[src/rtl/wb_cmd_master.sv]
// wb_cmd_master: single-outstanding Wishbone B3 classic initiator.
// Takes one command at a time from a valid/ready channel, runs one bus
// cycle (with an optional watchdog on STB), and returns read data plus a
// completion status on a valid/ready response channel.
module wb_cmd_master #(
  parameter int TIMEOUT_CYCLES = 256,
  parameter int ERRCNT_W       = 16
) (
  input  logic                wb_clk_i,
  input  logic                wb_rst_n_i,
  input  logic                cmd_valid_i,
  output logic                cmd_ready_o,
  input  logic                cmd_we_i,
  input  logic [31:0]         cmd_adr_i,
  input  logic [31:0]         cmd_dat_i,
  input  logic [3:0]          cmd_sel_i,
  output logic                rsp_valid_o,
  input  logic                rsp_ready_i,
  output logic [31:0]         rsp_dat_o,
  output logic [1:0]          rsp_status_o,
  output logic                wbm_cyc_o,
  output logic                wbm_stb_o,
  output logic                wbm_we_o,
  output logic [3:0]          wbm_sel_o,
  output logic [31:0]         wbm_adr_o,
  output logic [31:0]         wbm_dat_o,
  input  logic [31:0]         wbm_dat_i,
  input  logic                wbm_ack_i,
  input  logic                wbm_err_i,
  output logic                busy_o,
  output logic [ERRCNT_W-1:0] err_count_o
);

  localparam logic [1:0] S_IDLE = 2'd0;
  localparam logic [1:0] S_BUS  = 2'd1;
  localparam logic [1:0] S_RESP = 2'd2;

  localparam logic [1:0] ST_OK      = 2'b00;
  localparam logic [1:0] ST_BUS_ERR = 2'b01;
  localparam logic [1:0] ST_TIMEOUT = 2'b10;

  // The timer counts completed STB-high cycles; abort when the last allowed
  // cycle ends unanswered.
  localparam bit          TO_EN     = (TIMEOUT_CYCLES != 0);
  localparam int          TO_LAST_I = (TIMEOUT_CYCLES > 0) ? TIMEOUT_CYCLES - 1 : 0;
  localparam logic [15:0] TO_LAST   = TO_LAST_I[15:0];

  logic [1:0]          state_q, state_d;
  logic                cmd_ready_q, cmd_ready_d;
  logic                cyc_q, cyc_d;
  logic                we_q, we_d;
  logic [31:0]         adr_q, adr_d;
  logic [31:0]         dat_q, dat_d;
  logic [3:0]          sel_q, sel_d;
  logic [15:0]         timer_q, timer_d;
  logic [31:0]         rsp_dat_q, rsp_dat_d;
  logic [1:0]          rsp_status_q, rsp_status_d;
  logic [ERRCNT_W-1:0] err_count_q, err_count_d;
  logic                err_inc;

  // Next-state, bus-cycle and response computation.
  always_comb begin
    state_d      = state_q;
    cyc_d        = cyc_q;
    we_d         = we_q;
    adr_d        = adr_q;
    dat_d        = dat_q;
    sel_d        = sel_q;
    timer_d      = timer_q;
    rsp_dat_d    = rsp_dat_q;
    rsp_status_d = rsp_status_q;
    err_inc      = 1'b0;

    case (state_q)
      S_IDLE: begin
        if (cmd_ready_q && cmd_valid_i) begin
          we_d    = cmd_we_i;
          adr_d   = cmd_adr_i;
          dat_d   = cmd_dat_i;
          sel_d   = cmd_sel_i;
          cyc_d   = 1'b1;
          timer_d = 16'd0;
          state_d = S_BUS;
        end
      end
      S_BUS: begin
        // err wins over ack when a slave raises both.
        if (wbm_err_i) begin
          rsp_dat_d    = 32'h0;
          rsp_status_d = ST_BUS_ERR;
          err_inc      = 1'b1;
          cyc_d        = 1'b0;
          state_d      = S_RESP;
        end else if (wbm_ack_i) begin
          rsp_dat_d    = we_q ? 32'h0 : wbm_dat_i;
          rsp_status_d = ST_OK;
          cyc_d        = 1'b0;
          state_d      = S_RESP;
        end else if (TO_EN && (timer_q == TO_LAST)) begin
          rsp_dat_d    = 32'h0;
          rsp_status_d = ST_TIMEOUT;
          err_inc      = 1'b1;
          cyc_d        = 1'b0;
          state_d      = S_RESP;
        end else begin
          timer_d = timer_q + 16'd1;
        end
      end
      S_RESP: begin
        if (rsp_ready_i) begin
          state_d = S_IDLE;
        end
      end
      default: begin
        state_d = S_IDLE;
        cyc_d   = 1'b0;
      end
    endcase

    // Registered ready: low during reset, and only high once back in IDLE,
    // so a new command can never be taken on the response handshake edge.
    cmd_ready_d = (state_d == S_IDLE);

    err_count_d = err_count_q;
    if (err_inc && (err_count_q != {ERRCNT_W{1'b1}})) begin
      err_count_d = err_count_q + ERRCNT_W'(1);
    end
  end

  // State and datapath registers; async reset drops CYC/STB at once.
  always_ff @(posedge wb_clk_i or negedge wb_rst_n_i) begin
    if (!wb_rst_n_i) begin
      state_q      <= S_IDLE;
      cmd_ready_q  <= 1'b0;
      cyc_q        <= 1'b0;
      we_q         <= 1'b0;
      adr_q        <= 32'h0;
      dat_q        <= 32'h0;
      sel_q        <= 4'h0;
      timer_q      <= 16'd0;
      rsp_dat_q    <= 32'h0;
      rsp_status_q <= 2'b00;
      err_count_q  <= '0;
    end else begin
      state_q      <= state_d;
      cmd_ready_q  <= cmd_ready_d;
      cyc_q        <= cyc_d;
      we_q         <= we_d;
      adr_q        <= adr_d;
      dat_q        <= dat_d;
      sel_q        <= sel_d;
      timer_q      <= timer_d;
      rsp_dat_q    <= rsp_dat_d;
      rsp_status_q <= rsp_status_d;
      err_count_q  <= err_count_d;
    end
  end

  assign cmd_ready_o  = cmd_ready_q;
  assign rsp_valid_o  = (state_q == S_RESP);
  assign rsp_dat_o    = rsp_dat_q;
  assign rsp_status_o = rsp_status_q;
  assign wbm_cyc_o    = cyc_q;
  assign wbm_stb_o    = cyc_q;
  assign wbm_we_o     = we_q;
  assign wbm_sel_o    = sel_q;
  assign wbm_adr_o    = adr_q;
  assign wbm_dat_o    = dat_q;
  assign busy_o       = (state_q != S_IDLE);
  assign err_count_o  = err_count_q;

endmodule

[config.mk]
export PLATFORM = sky130hd
export DESIGN_NAME = wb_cmd_master
export DESIGN_NICKNAME = d
export VERILOG_FILES = /design/src/rtl/wb_cmd_master.sv
export SDC_FILE = /design/constraint.sdc
export NUM_CORES = 1
export LEC_CHECK = 0
export CORE_ASPECT_RATIO = 1.4
export CORE_MARGIN = 2
export CORE_UTILIZATION = 44
export CTS_CLUSTER_SIZE = 8
export DETAILED_ROUTE_END_ITERATION = 16
export PLACE_DENSITY = 0.81
export SLEW_MARGIN = 20
export SYNTH_ARGS = -nofsm -noshare
export SYNTH_HDL_FRONTEND = slang
export SYNTH_SLANG_ARGS = --single-unit
[constraint.sdc]
create_clock -name wb_clk_i -period 2.27 [get_ports wb_clk_i]
set_clock_uncertainty 0.05 [all_clocks]
set_input_delay 0.227 -clock wb_clk_i [delete_from_list [all_inputs] [get_ports wb_clk_i]]
set_output_delay 0.227 -clock wb_clk_i [all_outputs]
set_load 0.02 [all_outputs]
Yosys cells after proc, flatten, opt, wreduce, memory -nomap -nowiden
Index checks and enable logic that the tools add are counted.
{"block": "totals", "register_bits": 139, "output_inout_bits": 124, "word_cells": 61, "inputBits": 107}
{"block": "classes", "mux": 27, "eq_ne": 9, "n_bitwise": 1, "n_addsub": 2, "n_reduce_logical": 11}
{"op": "32-bit two-way mux", "n": 4}
{"op": "16-bit two-way mux", "n": 4}
{"op": "16-bit by 1-bit adder with 16-bit output (second input constant)", "n": 2}
{"op": "16-bit one-hot mux with 2 select lines", "n": 1}
{"op": "16-bit by 8-bit == test with 1-bit output (second input constant)", "n": 1}
{"op": "2-bit two-way mux", "n": 8}
{"op": "16-bit inequality test (second input constant)", "n": 1}
{"op": "1-bit two-way mux", "n": 8}
{"op": "2-bit inequality test (second input constant)", "n": 4}
{"op": "2-bit one-hot mux with 3 select lines", "n": 1}
{"op": "5-bit AND reduction", "n": 1}
{"op": "2-bit logical NOT", "n": 2}
{"op": "4-bit inequality test (second input constant)", "n": 1}
{"op": "2-bit AND reduction", "n": 2}
{"op": "2-bit nonzero test", "n": 2}
{"op": "1-bit one-hot mux with 3 select lines", "n": 1}
{"op": "3-bit AND reduction", "n": 1}
{"op": "3-bit nonzero test", "n": 1}
{"op": "2-bit by 1-bit == test with 1-bit output (second input constant)", "n": 1}
{"op": "2-bit == test (second input constant)", "n": 1}
{"op": "1-bit logical AND", "n": 2}
{"op": "1-bit NOT", "n": 1}

Depth between registers and ports, before layout
{"block": "logic_depth", "word_depth": 6, "mapped_depth": 8, "mapped_depth_nobuf": 6}

Worst setup path before layout
No wires, ideal clock.
{"block": "synth_path", "kind": "flip-flop to flip-flop", "start": "register err_count_q[0] (netlist: err_count_o[0])", "end": "register err_count_q[1] (netlist: err_count_o[1])", "path_slack_ns": 0.210, "required_ns": 2.092, "path_buffers": 0, "setup_ns": 0.128, "path_stages_with_launch": 7, "period_less_slack_ns": 2.060, "arrival_time_ns": 1.882, "path_cell_list": "dfrtp_1 > ha_1 > nand3_1 > nor4_2 > nand2_1 > nand2_1 > mux2_1"}
{"block": "synth_between", "elab_chain_len": 2, "word_cells_on_any_way": 3, "cone_classes": "add/sub: 1; eq/ne: 1; reduce/logical: 1"}
{"element": "start: declaration", "line": "58", "source": "logic [ERRCNT_W-1:0] err_count_q, err_count_d;"}
{"element": "start signal: assignment", "line": "155", "source": "err_count_q <= err_count_d;"}
{"element": "parallel branches: the longest is 2 deep, another holds 16-bit by 1-bit adder with 16-bit output"}
Parallel ways; which one is timed is not known.
A chain may end at the register's enable or synchronous reset.

Worst setup path in the final report
{"block": "layout_path", "start": "register timer_q[0]", "end": "register timer_q[9]"}
{"block": "layout_between", "elab_chain_len": 5, "word_cells_on_any_way": 8, "cone_classes": "add/sub: 1; eq/ne: 2; mux: 4; reduce/logical: 1"}
{"element": "start: declaration", "line": "55", "source": "logic [15:0] timer_q, timer_d;"}
{"element": "start signal: assignment", "line": "152", "source": "timer_q <= timer_d;"}
{"element": "16-bit by 1-bit adder with 16-bit output", "line": "106", "source": "timer_d = timer_q + 16'd1;"}
{"element": "16-bit two-way mux", "line": "99", "source": "end else if (TO_EN && (timer_q == TO_LAST)) begin"}
{"element": "16-bit two-way mux", "line": "94", "source": "end else if (wbm_ack_i) begin"}
{"element": "16-bit two-way mux", "line": "88", "source": "if (wbm_err_i) begin"}
{"element": "16-bit one-hot mux with 2 select lines", "line": "74", "source": "case (state_q)"}
Several ways; a longest one is shown, not always the timed one. The select of a mux whose other input is x is not followed.

==> out/results.ini <==
[placement]
place_congestion = 0.797
portBuffers = 230
place_area_sq_mm = 0.00837
dpl.hpwl_microns = 11300

[critical_path]
crit_slowest_cell = or4_1
critPathTopFamily = simple AND/OR/NAND/NOR gates
path_cells = ha_1 > and3_1 > nand4_4 > buf_4 > nand3_1 > or4_1 > a21oi_1
cpPeakStageDelay_ns = 0.52
r2r_start = timer_q[0]$_DFFE_PN0P_
r2r-end = timer_q[9]$_DFFE_PN0P_
critical_path_class = register to register
r2r.worst_path.cells = 7
critPathLaunchType = register
timing.critical_path.to_type = register
path_max_fanout = 8
crit_required_ns = 2.56
ff2ff_setup_slack_ns = 0.13
worst_ep_arrival_time_ns = 2.43
cp.buffers_inverters = 1

[logic_synthesis]
syn_inst = 613
synthAdderAreaFrac_pct = 0.432
synth_mux_area_share_pct = 0.583
yosys.area_share.simple_pct = 25.7
synth_xor_area_share_pct = 3.17
yosysUniqueCellTypes = 41
avgSynthCellArea_sq_um = 9.45
yosys_warnings = 0
synth_top_family_by_area = simple AND/OR/NAND/NOR gates
synth.cell_area_sq_mm = 0.00579
ys_ff_latch = 139
synth_seq_area_share_pct = 60.0
syn_nets = 722
synth_compound_area_share_pct = 5.53

[hold_path]
holdPathEnd = wbm_dat_o[25]$_DFFE_PN0P_
min-delay-path-class = input pin to register
holdPathStages = 3
hp-start = cmd_dat_i[25]

[routing]
ant_nets = 0
drc = 0
wl_microns = 15500
avgViaCountPerCell = 5.04
drtIter0Drc = 154
vias = 5124
first_pass_iters = 4
routedWlPerCell_microns = 15.2

[grt]
grt_busiest_layer = met2
grt_use_met1_pct = 25.2
use_met2_pct = 38.1
grt_pass1_vias = 5258
use_met3_pct = 6.58
antenna_found_initial = 1
grt_pass1_wl_microns = 25000
grt_max_degree = 75
gr-total-overflow = 0
globalRouteTotalUtil_pct = 22.4

[clock_network]
cts.sinks = 139
max-clock-path-buffers = 2
cts.repair.resized = 0
holdBufCountCts = 1
root_buffer = clkbuf_16
numCtsBuffers = 17
cts_setup_buffers = 0
clk_latency_ns = 0.41
htreeDepth = 4
clk_pin_slew_worst_paths_ns = 0.06
cts_tree = yes

[die]
initial_core_util_pct = 45.0
chipWidth_microns = 101
core_sq_mm = 0.0129
ios = 231
die_h_microns = 140
core.rowCount = 49
dieArea_sq_mm = 0.0141

[power]
power.density_mw_per_mm2 = 1310
max-vdd-ir-drop_mv = 0.761
leakagePower_nw = 4.10

[sta]
max_slew_margin_pct = 48.7
slew_violations = 0
period_minus_slack_ns = 2.14
tns_ns = 0
hold_viol_final = 0
rsz0062_at_grt = no
worstMarginPinSlew_ns = 0.769
setup_viol = 0
maxClockFrequency_mhz = 467
finalCritPeriodShare_pct = 94.2
holdWs_ns = 0.292

[cells_and_area]
drive_gt1_share_pct = 7.07
final_util_pct = 69.6
final_cell_mix = 229 x clkdlybuf4s50_1, 221 x nand2_1, 139 x dfrtp_1
final_common_cell = clkdlybuf4s50_1
stdcell_area_sq_mm = 0.00896
area_growth_syn_to_layout_pct = 54.6
nets = 962
antenna_cells = 0

[flow_run]
cap_viol_max_count = 0

[run_status]
status = finished, final reports clean

## area by class of cell
cell class	count	area, sq um
Timing Repair Buffer	250	2510
Sequential cell	139	3480
Clock inverter	12	153
Fill cell	976	3920
Inverter	35	131
Tap cell	153	191
Clock buffer	17	425
Multi-Input combinational cell	410	2070
## worst max-delay path by stage
| stage | start | endpoint | cells past startpoint | slack, ns |
|---|---|---|---|---|
| after global placement | wbm_err_i | timer_q[14]$_DFFE_PN0P_ | 6 | 0.09 |
| after detailed placement | wbm_err_i | timer_q[10]$_DFFE_PN0P_ | 6 | 0.09 |
| after CTS | timer_q[0]$_DFFE_PN0P_ | timer_q[9]$_DFFE_PN0P_ | 7 | 0.14 |
| after global routing | timer_q[0]$_DFFE_PN0P_ | timer_q[9]$_DFFE_PN0P_ | 7 | 0.004 |
| after floorplan | err_count_o[0]$_DFFE_PN0P_ | err_count_o[1]$_DFFE_PN0P_ | 6 | 0.21 |
| final | timer_q[0]$_DFFE_PN0P_ | timer_q[9]$_DFFE_PN0P_ | 7 | 0.13 |
## metal layers
| layer | part of all wire (%) | wire length (microns) | up-vias |
|---|---|---|---|
| li1 | - | - | 2453 |
| met1 | 38 | 5920 | 2438 |
| met2 | 52 | 7970 | 185 |
| met3 | 6.2 | 967 | 46 |
| met4 | 3.9 | 598 | 2 |
| met5 | 0.071 | 11 | - |
## worst register-to-register path, delay by kind of cell (launching register included)
family / cells / cell delay, ns
buffers and inverters: 1 / 0.17
AO/OA/AOI/OAI: 1 / 0.16
flip-flops: 1 / 0.40
adder cells (fa/ha/maj): 1 / 0.23
AND/OR/NAND/NOR: 4 / 1.05
## logic make-up after synthesis
family                     after synthesis
AOI/OAI and AO/OA                       52
xor gates and xnor gates                21
adders and majority gates                2
buffers and inverters                   64
DFF                                    139
muxes                                    3
and+or+nand+nor                        332
## sequential cells by signal (all words and copies together) (netlist names)
register	cells
cmd_ready_o	1
err_count_o	16
rsp_dat_o	32
rsp_status_o	2
state_q	2
timer_q	16
wbm_adr_o	32
wbm_cyc_o	1
wbm_dat_o	32
wbm_sel_o	4
wbm_we_o	1
## power by group
part	leakage (nW)	internal (mW)	total [mW]	switching, mW
Clock	0.284	1.70	2.73	1.02
Sequential	1.81	3.41	3.98	0.567
Combinational	2.01	2.28	5.05	2.77
Total	4.10	7.39	11.8	4.36
## cells in the mapped netlist
| cell | n | area, sq um |
|---|---|---|
| a2111oi_4 | 1 | 27.5 |
| a21boi_0 | 1 | 7.51 |
| a21oi_1 | 5 | 25.0 |
| a21oi_2 | 1 | 8.76 |
| a31oi_1 | 1 | 6.26 |
| and2_1 | 2 | 12.5 |
| and3_1 | 9 | 56.3 |
| and4_1 | 2 | 17.5 |
| buf_1 | 1 | 3.75 |
| buf_2 | 1 | 5.00 |
| buf_4 | 5 | 37.5 |
| clkbuf_1 | 22 | 82.6 |
| dfrtp_1 | 139 | 3480 |
| ha_1 | 2 | 25.0 |
| inv_1 | 35 | 131 |
| mux2_1 | 3 | 33.8 |
| nand2_1 | 221 | 830 |
| nand2b_1 | 2 | 12.5 |
| nand3_1 | 51 | 255 |
| nand3b_1 | 1 | 7.51 |
| nand4_1 | 10 | 62.6 |
| nand4_4 | 1 | 21.3 |
| nor2_1 | 17 | 63.8 |
| nor2b_1 | 4 | 25.0 |
| nor3_1 | 1 | 5.00 |
| nor3_4 | 1 | 16.3 |
| nor3b_1 | 1 | 7.51 |
| nor4_2 | 1 | 12.5 |
| nor4_4 | 2 | 42.5 |
| o211ai_1 | 2 | 15.0 |
| o21ai_0 | 36 | 180 |
| o21ai_1 | 1 | 5.00 |
| o22a_1 | 1 | 8.76 |
| o31ai_1 | 2 | 15.0 |
| o31ai_4 | 1 | 21.3 |
| or2_2 | 1 | 6.26 |
| or3_1 | 2 | 12.5 |
| or4_1 | 2 | 15.0 |
| or4b_1 | 1 | 10.0 |
| xnor2_1 | 12 | 105 |
| xor2_1 | 9 | 78.8 |
## through the flow
step,std cells,setup WS [ns],power [mW]
after global routing,1016,0.00431,12.4
after detailed placement,986,0.0930,9.09
final,1016,0.131,11.8
after global placement,986,0.0899,8.91
after CTS,1016,0.143,11.9
after floorplan,613,0.210,6.43
Power figures use the tool's default switching activity.
